File: src/rtl/scpad_types_pkg.sv
// Shared scratchpad types: tile request descriptor, sequencer states and geometry constants.
package scpad_types_pkg;

  localparam int NUM_COLS      = 32;
  localparam int MAX_DIM_WIDTH = $clog2(NUM_COLS);
  localparam int ROW_IDX_WIDTH = 10;

  typedef struct packed {
    logic                     row_or_col;
    logic [ROW_IDX_WIDTH-1:0] spad_addr;
    logic [MAX_DIM_WIDTH:0]   num_rows;
    logic [MAX_DIM_WIDTH:0]   num_cols;
  } tile_req_t;

  typedef enum logic [1:0] {
    IDLE  = 2'd0,
    ISSUE = 2'd1,
    DONE  = 2'd2
  } seq_state_t;

  // Beat count of a tile: rows when row-major, columns otherwise.
  function automatic logic [MAX_DIM_WIDTH:0] tile_total(input tile_req_t d);
    return d.row_or_col ? d.num_rows : d.num_cols;
  endfunction

endpackage

File: src/rtl/scpad_rr_arb.sv
// Combinational round-robin arbiter: the search starts one past last_grant and wraps.
module scpad_rr_arb #(
  parameter int NUM_REQ = 2
) (
  input  logic [NUM_REQ-1:0]         req,
  input  logic [$clog2(NUM_REQ)-1:0] last_grant,
  output logic [NUM_REQ-1:0]         grant,
  output logic [$clog2(NUM_REQ)-1:0] grant_idx,
  output logic                       grant_valid
);

  localparam int IW = $clog2(NUM_REQ);

  logic [IW-1:0] cand_idx [NUM_REQ];

  // cand_idx[k] is the requester at priority position k after the last grant.
  for (genvar gi = 0; gi < NUM_REQ; gi++) begin : g_cand
    assign cand_idx[gi] = IW'((int'(last_grant) + gi + 1) % NUM_REQ);
  end

  always_comb begin
    grant_idx   = '0;
    grant_valid = 1'b0;
    // Walk from lowest to highest priority so the last hit wins.
    for (int k = NUM_REQ - 1; k >= 0; k--) begin
      if (req[cand_idx[k]]) begin
        grant_idx   = cand_idx[k];
        grant_valid = 1'b1;
      end
    end
  end

  for (genvar gi = 0; gi < NUM_REQ; gi++) begin : g_onehot
    assign grant[gi] = grant_valid && (grant_idx == IW'(gi));
  end

endmodule

File: src/rtl/scpad_tile_seq.sv
// Tile sequencer: arbitrates tile requests and walks a tile one row/column beat at a time.
module scpad_tile_seq
  import scpad_types_pkg::*;
#(
  parameter int NUM_REQ = 2
) (
  input  logic                         clk,
  input  logic                         rst,
  input  logic [NUM_REQ-1:0]           req_valid,
  output logic [NUM_REQ-1:0]           req_ready,
  input  tile_req_t                    req_desc [NUM_REQ],
  output logic [NUM_REQ-1:0]           req_done,
  output logic                         am_row_or_col,
  output logic [ROW_IDX_WIDTH-1:0]     am_spad_addr,
  output logic [MAX_DIM_WIDTH:0]       am_num_rows,
  output logic [MAX_DIM_WIDTH:0]       am_num_cols,
  output logic [MAX_DIM_WIDTH-1:0]     am_row_id,
  output logic [MAX_DIM_WIDTH-1:0]     am_col_id,
  output logic                         beat_valid,
  input  logic                         beat_ready,
  output logic                         beat_last,
  output logic [$clog2(NUM_REQ)-1:0]   beat_src
);

  localparam int SW = $clog2(NUM_REQ);

  seq_state_t             state_reg, state_next;
  tile_req_t              desc_reg;
  logic [MAX_DIM_WIDTH:0] total_reg;
  logic [MAX_DIM_WIDTH-1:0] idx_reg;
  logic [SW-1:0]          owner_reg;
  logic [SW-1:0]          last_grant_reg;

  logic [NUM_REQ-1:0]     grant;
  logic [SW-1:0]          grant_idx;
  logic                   grant_valid;
  tile_req_t              sel_desc;
  logic                   accept;
  logic                   handshake;

  scpad_rr_arb #(.NUM_REQ(NUM_REQ)) u_arb (
    .req        (req_valid),
    .last_grant (last_grant_reg),
    .grant      (grant),
    .grant_idx  (grant_idx),
    .grant_valid(grant_valid)
  );

  always_comb begin
    sel_desc = '0;
    for (int i = 0; i < NUM_REQ; i++) begin
      if (grant_idx == SW'(i)) sel_desc = req_desc[i];
    end
  end

  assign accept    = (state_reg == IDLE) && grant_valid;
  assign handshake = beat_valid && beat_ready;

  always_ff @(posedge clk) begin
    if (rst) state_reg <= IDLE;
    else     state_reg <= state_next;
  end

  always_comb begin
    state_next = state_reg;
    case (state_reg)
      IDLE:    if (accept) state_next = (tile_total(sel_desc) == '0) ? DONE : ISSUE;
      ISSUE:   if (handshake && beat_last) state_next = DONE;
      DONE:    state_next = IDLE;
      default: state_next = IDLE;
    endcase
  end

  // idx stops at total-1 so a full 32-beat tile never wraps the 5-bit counter.
  always_ff @(posedge clk) begin
    if (rst) begin
      desc_reg       <= '0;
      total_reg      <= '0;
      idx_reg        <= '0;
      owner_reg      <= '0;
      last_grant_reg <= SW'(NUM_REQ - 1);
    end else if (accept) begin
      desc_reg       <= sel_desc;
      total_reg      <= tile_total(sel_desc);
      idx_reg        <= '0;
      owner_reg      <= grant_idx;
      last_grant_reg <= grant_idx;
    end else if (handshake && !beat_last) begin
      idx_reg        <= idx_reg + 1'b1;
    end
  end

  always_comb begin
    beat_valid    = (state_reg == ISSUE);
    beat_last     = beat_valid && ({1'b0, idx_reg} == total_reg - 1'b1);
    beat_src      = owner_reg;
    am_row_or_col = desc_reg.row_or_col;
    am_spad_addr  = desc_reg.spad_addr;
    am_num_rows   = desc_reg.num_rows;
    am_num_cols   = desc_reg.num_cols;
    am_row_id     = (beat_valid && desc_reg.row_or_col)  ? idx_reg : '0;
    am_col_id     = (beat_valid && !desc_reg.row_or_col) ? idx_reg : '0;
    req_ready     = accept ? grant : '0;
  end

  for (genvar gi = 0; gi < NUM_REQ; gi++) begin : g_done
    assign req_done[gi] = (state_reg == DONE) && (owner_reg == SW'(gi));
  end

endmodule

File: config.mk
export PLATFORM = sky130hd
export DESIGN_NAME = scpad_tile_seq
export DESIGN_NICKNAME = d
export VERILOG_FILES = /design/src/rtl/scpad_types_pkg.sv /design/src/rtl/scpad_rr_arb.sv /design/src/rtl/scpad_tile_seq.sv
export SDC_FILE = /design/constraint.sdc
export NUM_CORES = 1
export LEC_CHECK = 0
export CAP_MARGIN = 40
export CELL_PAD_IN_SITES_DETAIL_PLACEMENT = 0
export CELL_PAD_IN_SITES_GLOBAL_PLACEMENT = 1
export CORE_MARGIN = 2
export CORE_UTILIZATION = 30
export DETAILED_ROUTE_END_ITERATION = 8
export PLACE_DENSITY_LB_ADDON = 0.1
export SLEW_MARGIN = 20
export SYNTH_ARGS = -nofsm -noshare
export SYNTH_HDL_FRONTEND = slang
export SYNTH_HIERARCHICAL = 1
export SYNTH_SLANG_ARGS = --single-unit
File: constraint.sdc
create_clock -name clk -period 4.2 [get_ports clk]
set_clock_uncertainty 0.05 [all_clocks]
set_input_delay 1.26 -clock clk [delete_from_list [all_inputs] [get_ports clk]]
set_output_delay 1.26 -clock clk [all_outputs]
set_load 0.01 [all_outputs]
# == After elaboration in Yosys (flattened, before gate mapping) ==
# Index checks and enable logic that the tools add are counted.
# totals
out_inout_bits,40
register_bits,38
wordCells,56
# op_classes
reduce_logical,17
bitwise_logic,2
add_sub_neg,4
n_mux,17
n_eq_ne,5
order_cmp,2
# ops
operator,n
two-way mux 23 bit,1
logical AND 1 bit,11
two-way mux 5 bit,2
two-way mux 1 bit,8
two-way mux 2 bit,4
== test 5 x 6 -> 1 bit,1
logical NOT 6 bit,1
two-way mux 6 bit,1
subtractor 6 x 1 -> 6 bit (second input constant),1
adder 5 x 1 -> 5 bit (second input constant),1
< comparator 1 x 2 -> 1 bit (second input constant),2
one-hot mux 2 bit (2 select lines),1
adder 1 bit (second input constant),2
== test 2 x 1 -> 1 bit (second input constant),1
== test 2 bit (second input constant),1
logical NOT 1 bit,2
logical NOT 2 bit,1
!= test 2 x 1 -> 1 bit (second input constant),1
!= test 2 bit (second input constant),1
inverter 1 bit,2
AND reduction 2 bit,1
OR reduction 2 bit,1

# == Logic depth before layout (Yosys ltp) ==
# Gate-level depths: netlist (run 1).
# depth
ltp_word,12
depth_mapped,8
ltp_nobuf,8

# == Modules after synthesis ==
# Netlist (run 1), hierarchy kept.
# by_module_without_submodules
mod,seq_area_each_um2,cells_each,instances,area_each_um2
scpad_tile_seq,760.7,245,1,2084.5
scpad_rr_arb,0.0,5,1,32.5

# == Worst setup path before layout (run 1) ==
# No wires, ideal clock.
# synth_timing
kind,in2reg
from,in req_valid[1]
to,reg state_reg[1]
path_slack_ps,837
t_arrival_ps,3248
n_path_buf,0
t_required_ps,4085
path_stages,7
cell_sequence,a21boi_0 -> mux2i_1 -> mux2_2 -> or4_1 -> a21oi_1 -> a22oi_1 -> nor2_1
# synth_between
elab_chain_cells,10
elab_cells_between_ends,17
# synth_rtl
element,line_no,text
"start, declared",scpad_tile_seq.sv:9,"input logic [NUM_REQ-1:0] req_valid,"
two-way mux 1 bit (not written as such) (2 in series),scpad_rr_arb.sv:26,if (req[cand_idx[k]]) begin
two-way mux 1 bit (2 in series),scpad_rr_arb.sv:26,
two-way mux 23 bit,scpad_tile_seq.sv:52,if (grant_idx == SW'(i)) sel_desc = req_desc[i];
two-way mux 6 bit,scpad_types_pkg.sv:23,return d.row_or_col ? d.num_rows : d.num_cols;
logical NOT 6 bit,scpad_tile_seq.sv:67,IDLE: if (accept) state_next = (tile_total(sel_desc) == '0) ? DONE : ISSUE;
two-way mux 2 bit (2 in series),scpad_tile_seq.sv:67,
one-hot mux 2 bit (2 select lines),scpad_tile_seq.sv:66,case (state_reg)
"end signal, assigned",scpad_tile_seq.sv:61,else state_reg <= state_next;
"end, declared",scpad_tile_seq.sv:27,"seq_state_t state_reg, state_next;"
# Parallel ways exist; a longest one is shown, timed or not. The select of a mux whose other input is x is not followed.
# A chain may end at the register's enable or synchronous reset.

# == Worst setup path after layout (run 1) ==
# layout_timing
from,in req_valid[0]
to,out req_ready[0]
# layout_between
elab_chain_cells,7
elab_cells_between_ends,12
# layout_rtl
element,line_no,text
two-way mux 1 bit (not written as such) (2 in series),scpad_rr_arb.sv:26,
two-way mux 1 bit (2 in series),scpad_rr_arb.sv:26,
inverter 1 bit,scpad_rr_arb.sv:34,assign grant[gi] = grant_valid && (grant_idx == IW'(gi));
logical AND 1 bit (*),scpad_rr_arb.sv:34,
via grant[0],scpad_tile_seq.sv:34,logic [NUM_REQ-1:0] grant;
two-way mux 2 bit (*),scpad_tile_seq.sv:103,req_ready = accept ? grant : '0;
"end, declared",scpad_tile_seq.sv:10,"output logic [NUM_REQ-1:0] req_ready,"
# The timed path passes the listed nets; every way through them passes the cells marked *. The select of a mux whose other input is x is not followed.

==> results of run 1 <==
cell usage after synthesis (3+ instances only):
cell type,count
and2_1,6
a211oi_1,27
xnor2_1,3
clkbuf_1,13
or3_1,4
and3_1,8
nor2_1,32
nand2_1,18
mux2i_1,30
mux2_2,4
dfxtp_1,38
nor3_1,5
inv_1,4
a21boi_0,4
o211ai_1,6
nand2b_1,4
a21oi_1,12
o21ai_0,3
critical path, delay by kind of cell:
family	cells	cell delay, ns
buffers and inverters	2	1.07
AO/OA/AOI/OAI	1	0.17
AND/OR/NAND/NOR	1	0.16
cell families (layout without fill, tap and decap cells):
logic type / after synthesis / count (layout) / share of synthesized area
AO/OA/AOI/OAI: 62 / 62 / 0.205
XOR/XNOR: 5 / 5 / 0.0207
adder cells (fa/ha/maj): 2 / 2 / 0.0118
buffers and inverters: 22 / 107 / 0.0431
flip-flops: 38 / 38 / 0.359
multiplexers: 34 / 34 / 0.163
AND/OR/NAND/NOR: 87 / 87 / 0.197
layer usage:
| layer | vias to the layer above | GRT usage | share of wire |
|---|---|---|---|
| met5 | - | 0 | 0 |
| met4 | 0 | 0.0448 | 0.0099 |
| met3 | 6 | 0.0575 | 0.072 |
| met2 | 55 | 0.236 | 0.44 |
| met1 | 925 | 0.205 | 0.48 |
| li1 | 1076 | - | - |
power by group:
group / switching [mW] / internal [mW] / total (mW)
sequential: 0.0311 / 0.402 / 0.433
clock: 0.137 / 0.254 / 0.391
combinational: 0.158 / 0.181 / 0.339
total: 0.326 / 0.837 / 1.16
path summary, 6_finish.rpt:
check / from / end / slack (ns) / cells past startpoint
max: req_valid[0] / req_ready[0] / 0.22 / 4
min reg2reg: total_reg[5]$_SDFFE_PP0P_ / total_reg[5]$_SDFFE_PP0P_ / 0.42 / 2
max reg2reg: last_grant_reg$_SDFFE_PP1P_ / state_reg[1]$_SDFFE_PP0P_ / 1.93 / 8
min: total_reg[5]$_SDFFE_PP0P_ / total_reg[5]$_SDFFE_PP0P_ / 0.42 / 2
cell type report:
class / instances / share of cell area
Clock inverter: 2 / 0.0184
Inverter: 4 / 0.00460
Sequential cell: 38 / 0.233
Timing Repair Buffer: 95 / 0.291
Multi-Input combinational cell: 190 / 0.391
Tap cell: 96 / 0.0368
Clock buffer: 6 / 0.0253
per-stage QoR:
step | area (sq um) | worst slack, ns
CTS | 3270 | 0.211
finish | 3270 | 0.222
detailed placement | 3120 | 0.215
global route | 3270 | 0.141
floorplan | 2120 | 0.837
global placement | 3120 | 0.247
==> flow_summary_export.csv, run 1 <==
group,metric,value,unit
power_and_ir_drop,vdd_drop_max,0.000144,V
drt,wl,5860,um
power_and_ir_drop,leakage,1.25,nW
global_routing,grt_pass1_vias,1908,
global_routing,track_usage,0.155,
setup_path,cp.arrival,2.67,ns
sta,hold_viol,0,
logic_synthesis,ys_async_sr_fraction,0,
layout,antenna_cells_inserted,0,
clock_network,cts_tree,"yes",
layout,fin_cells,431,
global_routing,antenna_found_initial,0,
setup_path,cp_max_fo,4,
die,start_util,0.312,
clock_network,cts_sinks,38,
drt,routedWlPerCell,13.6,um
layout,layout-drive-gt1-share,0.0567,
setup_path,cp_cell_sequence,"clkdlybuf4s50_1 -> a21boi_1 -> and3_1 -> clkdlybuf4s50_1",
sta,fmax,251,MHz
hold_path,hp-class,"reg2reg",
sta,hold-worst-slack,0.421,ns
die,dieArea,7740,sq um
setup_path,path_class,"in2out",
drt,firstDrtPassIters,4,
logic_synthesis,syn_avg_cell_area,8.47,sq um
die,core,6790,sq um
layout,fillerInstances,687,
place,finalWeightedCongestion,0.701,
logic_synthesis,synthTopCellsByArea,"dfxtp_1, mux2i_1, a211oi_1",
place,dp_cells,423,
clock_network,clockBufferDepth,2,
clock_network,postCtsSetupBuffers,0,
setup_path,required,2.89,ns
clock_network,clkTransAtPathRegs,0.08,ns
place,portBuffers,90,
clock_network,holdBufCountCts,0,
die,ios,91,
setup_path,crit_path_start_kind,"input port",
power_and_ir_drop,p_per_area,356,nW/um^2
sta,setup_viol,0,
logic_synthesis,ys_warn_count,6,
drt,detail_route.iter0.violations,49,
layout,final_core_util,0.481,
logic_synthesis,synth.top_cell.area_share,0.359,
clock_network,worstSkewPairLatency,0.29,ns
flow_run,maxCapViolations,0,
global_routing,overflow,0,
clock_network,numCtsBuffers,5,
drt,vias_per_cell,4.78,
sta,tightest_slew,0.767,ns
logic_synthesis,ys_seq_elements,38,
drt,ant_nets,0,
sta,slew_viol_final,0,
layout,largest_reg_flops,10,
clock_network,ctsResizeCount,0,
layout,layout_common_cells,"clkdlybuf4s50_1, dfxtp_1, nor2_1",
status,status,"complete, no violations",
sta,finalCriticalPeriod,3.98,ns
layout,area_delta_synth_final,54.3,%
die,rows,30,
drt,vias,2062,
layout,multi_input_area,1280,sq um
power_and_ir_drop,finalPower,1.16,mW
place,dpl.hpwl,4510,um
layout,final_common_cell,"clkdlybuf4s50_1",
sta,rsz0062_at_grt,"no",
layout,seq_area,761,sq um
setup_path,worst_path_most_repeated_cell,"clkdlybuf4s50_1",
global_routing,grt_pass1_wl,9380,um
layout,nets,387,
die,die_y,88.0,um
logic_synthesis,ys.flop_type,"dfxtp_1",
setup_path,end_kind,"output pin",
logic_synthesis,yosysTopAreaCell,"dfxtp_1",
logic_synthesis,synth_sequential_area_ratio,0.359,
setup_path,max_stage_delay,0.54,ns
logic_synthesis,synth_fp_nets,303,
logic_synthesis,synth_edf_count,0,
sta,finalSetupTns,0,ns
clock_network,h-tree-depth,2,
die,die_w,88.0,um
logic_synthesis,synth_cells,250,
logic_synthesis,synth.cell_area,2120,sq um
clock_network,clockRootBuffer,"clkbuf_8",
logic_synthesis,post_synth_num_cell_types,40,
global_routing,grt_max_degree,40,
sta,max-slew-margin-rel,0.487,
sta,fin_crit_sh,0.947,
setup_path,worst_path_max_delay_cell,"clkdlybuf4s50_1",
drt,drc,0,
No activity file was read; power rests on OpenSTA's default activity.
==> inputs of run 2 (changes only) <==
- CORE_UTILIZATION: 30 -> 25
==> run 2 against run 1 <==
Final cell count increased by 2.3%. Critical path depth did not move. Die area grew 19%. Critical path type unchanged.
==> flow_summary_export.csv, run 2 (synthesis gave the netlist of run 1 again) <==
group,metric,value,unit
power_and_ir_drop,finalPower,1.04,mW
layout,layout_common_cells,"clkdlybuf4s50_1, dfxtp_1, nor2_1",
clock_network,numCtsBuffers,5,
sta,setup_viol,0,
drt,ant_nets,0,
die,ios,91,
layout,fillerInstances,845,
setup_path,cp_max_fo,4,
clock_network,clockBufferDepth,2,
global_routing,grt_pass1_wl,9290,um
global_routing,grt_max_degree,40,
global_routing,overflow,0,
hold_path,hold_end,"total_reg[5]$_SDFFE_PP0P_",
layout,design_area,3230,sq um
die,start_util,0.258,
status,status,"complete, no violations",
setup_path,required,2.89,ns
sta,max-slew-margin-rel,0.571,
die,dieArea,9220,sq um
setup_path,timing.rr.start,"last_grant_reg$_SDFFE_PP1P_",
die,core,8220,sq um
setup_path,r2r_cells,8,
layout,area_delta_synth_final,52.4,%
clock_network,holdBufCountCts,0,
power_and_ir_drop,p_sw,0.324,mW
global_routing,antenna_found_initial,0,
power_and_ir_drop,seqPwrFrac,0.416,
hold_path,min_from,"total_reg[5]$_SDFFE_PP0P_",
die,die_w,96.0,um
place,portBuffers,90,
sta,setup_ws,0.224,ns
sta,fin_crit_sh,0.947,
hold_path,hp-class,"reg2reg",
layout,largest_reg_flops,10,
layout,final_common_cell,"clkdlybuf4s50_1",
drt,detail_route.iter0.violations,72,
power_and_ir_drop,leakage,1.23,nW
clock_network,clkTransAtPathRegs,0.08,ns
power_and_ir_drop,intPower,0.714,mW
layout,layout-drive-gt1-share,0.0595,
flow_run,maxCapViolations,0,
clock_network,ctsResizeCount,0,
sta,finalCriticalPeriod,3.98,ns
place,place_area,3130,sq um
clock_network,cts_tree,"yes",
drt,drc,0,
place,finalWeightedCongestion,0.715,
drt,routedWlPerCell,13.5,um
place,preCtsSetupSlack,0.219,ns
sta,finalSetupTns,0,ns
drt,firstDrtPassIters,4,
power_and_ir_drop,vdd_drop_max,0.000132,V
setup_path,end_kind,"output pin",
drt,vias_per_cell,4.71,
hold_path,whs_path_depth,2,
sta,fmax,252,MHz
setup_path,path_class,"in2out",
setup_path,reg2reg_slack,1.85,ns
setup_path,crit_path_start_kind,"input port",
layout,nets,388,
place,dpl.hpwl,4560,um
global_routing,track_usage,0.131,
clock_network,clockRootBuffer,"clkbuf_8",
clock_network,postCtsSetupBuffers,0,
clock_network,cts_sinks,38,
global_routing,grt_pass1_vias,1899,
power_and_ir_drop,pwr-share-clk,0.259,
die,rows,33,
sta,tightest_slew,0.641,ns
sta,hold_viol,0,
drt,vias,2078,
drt,wl,5940,um
die,die_y,96.0,um
sta,slew_viol_final,0,
setup_path,cp.arrival,2.67,ns
layout,final_core_util,0.393,
power_and_ir_drop,pwr-share-comb,0.325,
clock_network,worstSkewPairLatency,0.29,ns
power_and_ir_drop,swShare,0.312,
power_and_ir_drop,p_per_area,322,nW/um^2
layout,antenna_cells_inserted,0,
clock_network,h-tree-depth,2,
sta,rsz0062_at_grt,"no",
setup_path,r2r-end,"state_reg[1]$_SDFFE_PP0P_",
run 2: cell count changes in the layout (fill, tap and decap cells not counted), sizes merged:
cell      change
buf           +1
clkinv        +1
clkinvlp      +1
bufinv        -2
run 2: worst max-delay path, cell delays in order:
cell	delay [ns]
clkdlybuf4s50_1	0.55
or2_1	0.17
and3_1	0.16
clkdlybuf4s50_1	0.53
run 2: layer usage:
metal  wire length (um)  global-route usage
met1               2770               0.172
met2               2630               0.197
met3                457              0.0470
met4                 85              0.0464
met5                  0                   0
run 2: how the worst max path moves through the flow:
| stage | startpoint | to | slack [ns] | cells past startpoint |
|---|---|---|---|---|
| floorplan | req_valid[1] | state_reg[1]$_SDFFE_PP0P_ | 0.84 | 7 |
| global placement | req_valid[0] | req_ready[1] | 0.24 | 4 |
| detailed placement | req_valid[0] | req_ready[0] | 0.22 | 4 |
| CTS | req_valid[0] | req_ready[1] | 0.22 | 4 |
| global route | req_valid[1] | req_ready[1] | 0.13 | 4 |
| finish | req_valid[0] | req_ready[1] | 0.22 | 4 |
run 2: layout make-up:
cell class                 instances  area (sq um)  area share
inverter                           4          15.0     0.00465
timing repair buffer              96           946       0.293
sequential                        38           761       0.236
tap                              105           131      0.0407
clock buffer                       6          82.6      0.0256
clock inverter                     2          12.5     0.00388
multi-input combinational        190          1280       0.396
run 2: power groups by stage:
stage / Combinational [mW] / Clock [mW] / Sequential [mW]
detailed placement: 0.342 / 0 / 0.441
global route: 0.373 / 0.296 / 0.439
CTS: 0.344 / 0.282 / 0.433
finish: 0.338 / 0.268 / 0.432
floorplan: 0.169 / 0 / 0.450
global placement: 0.343 / 0 / 0.440
run 2: metrics by stage:
| step | hold WS [ns] | cells |
|---|---|---|
| 3_3_place_gp | 0.403 | 433 |
| 2_1_floorplan | 0.390 | 250 |
| 4_1_cts | 0.421 | 441 |
| 5_1_grt | 0.435 | 441 |
| 3_5_place_dp | 0.410 | 433 |
| 6_report | 0.419 | 441 |
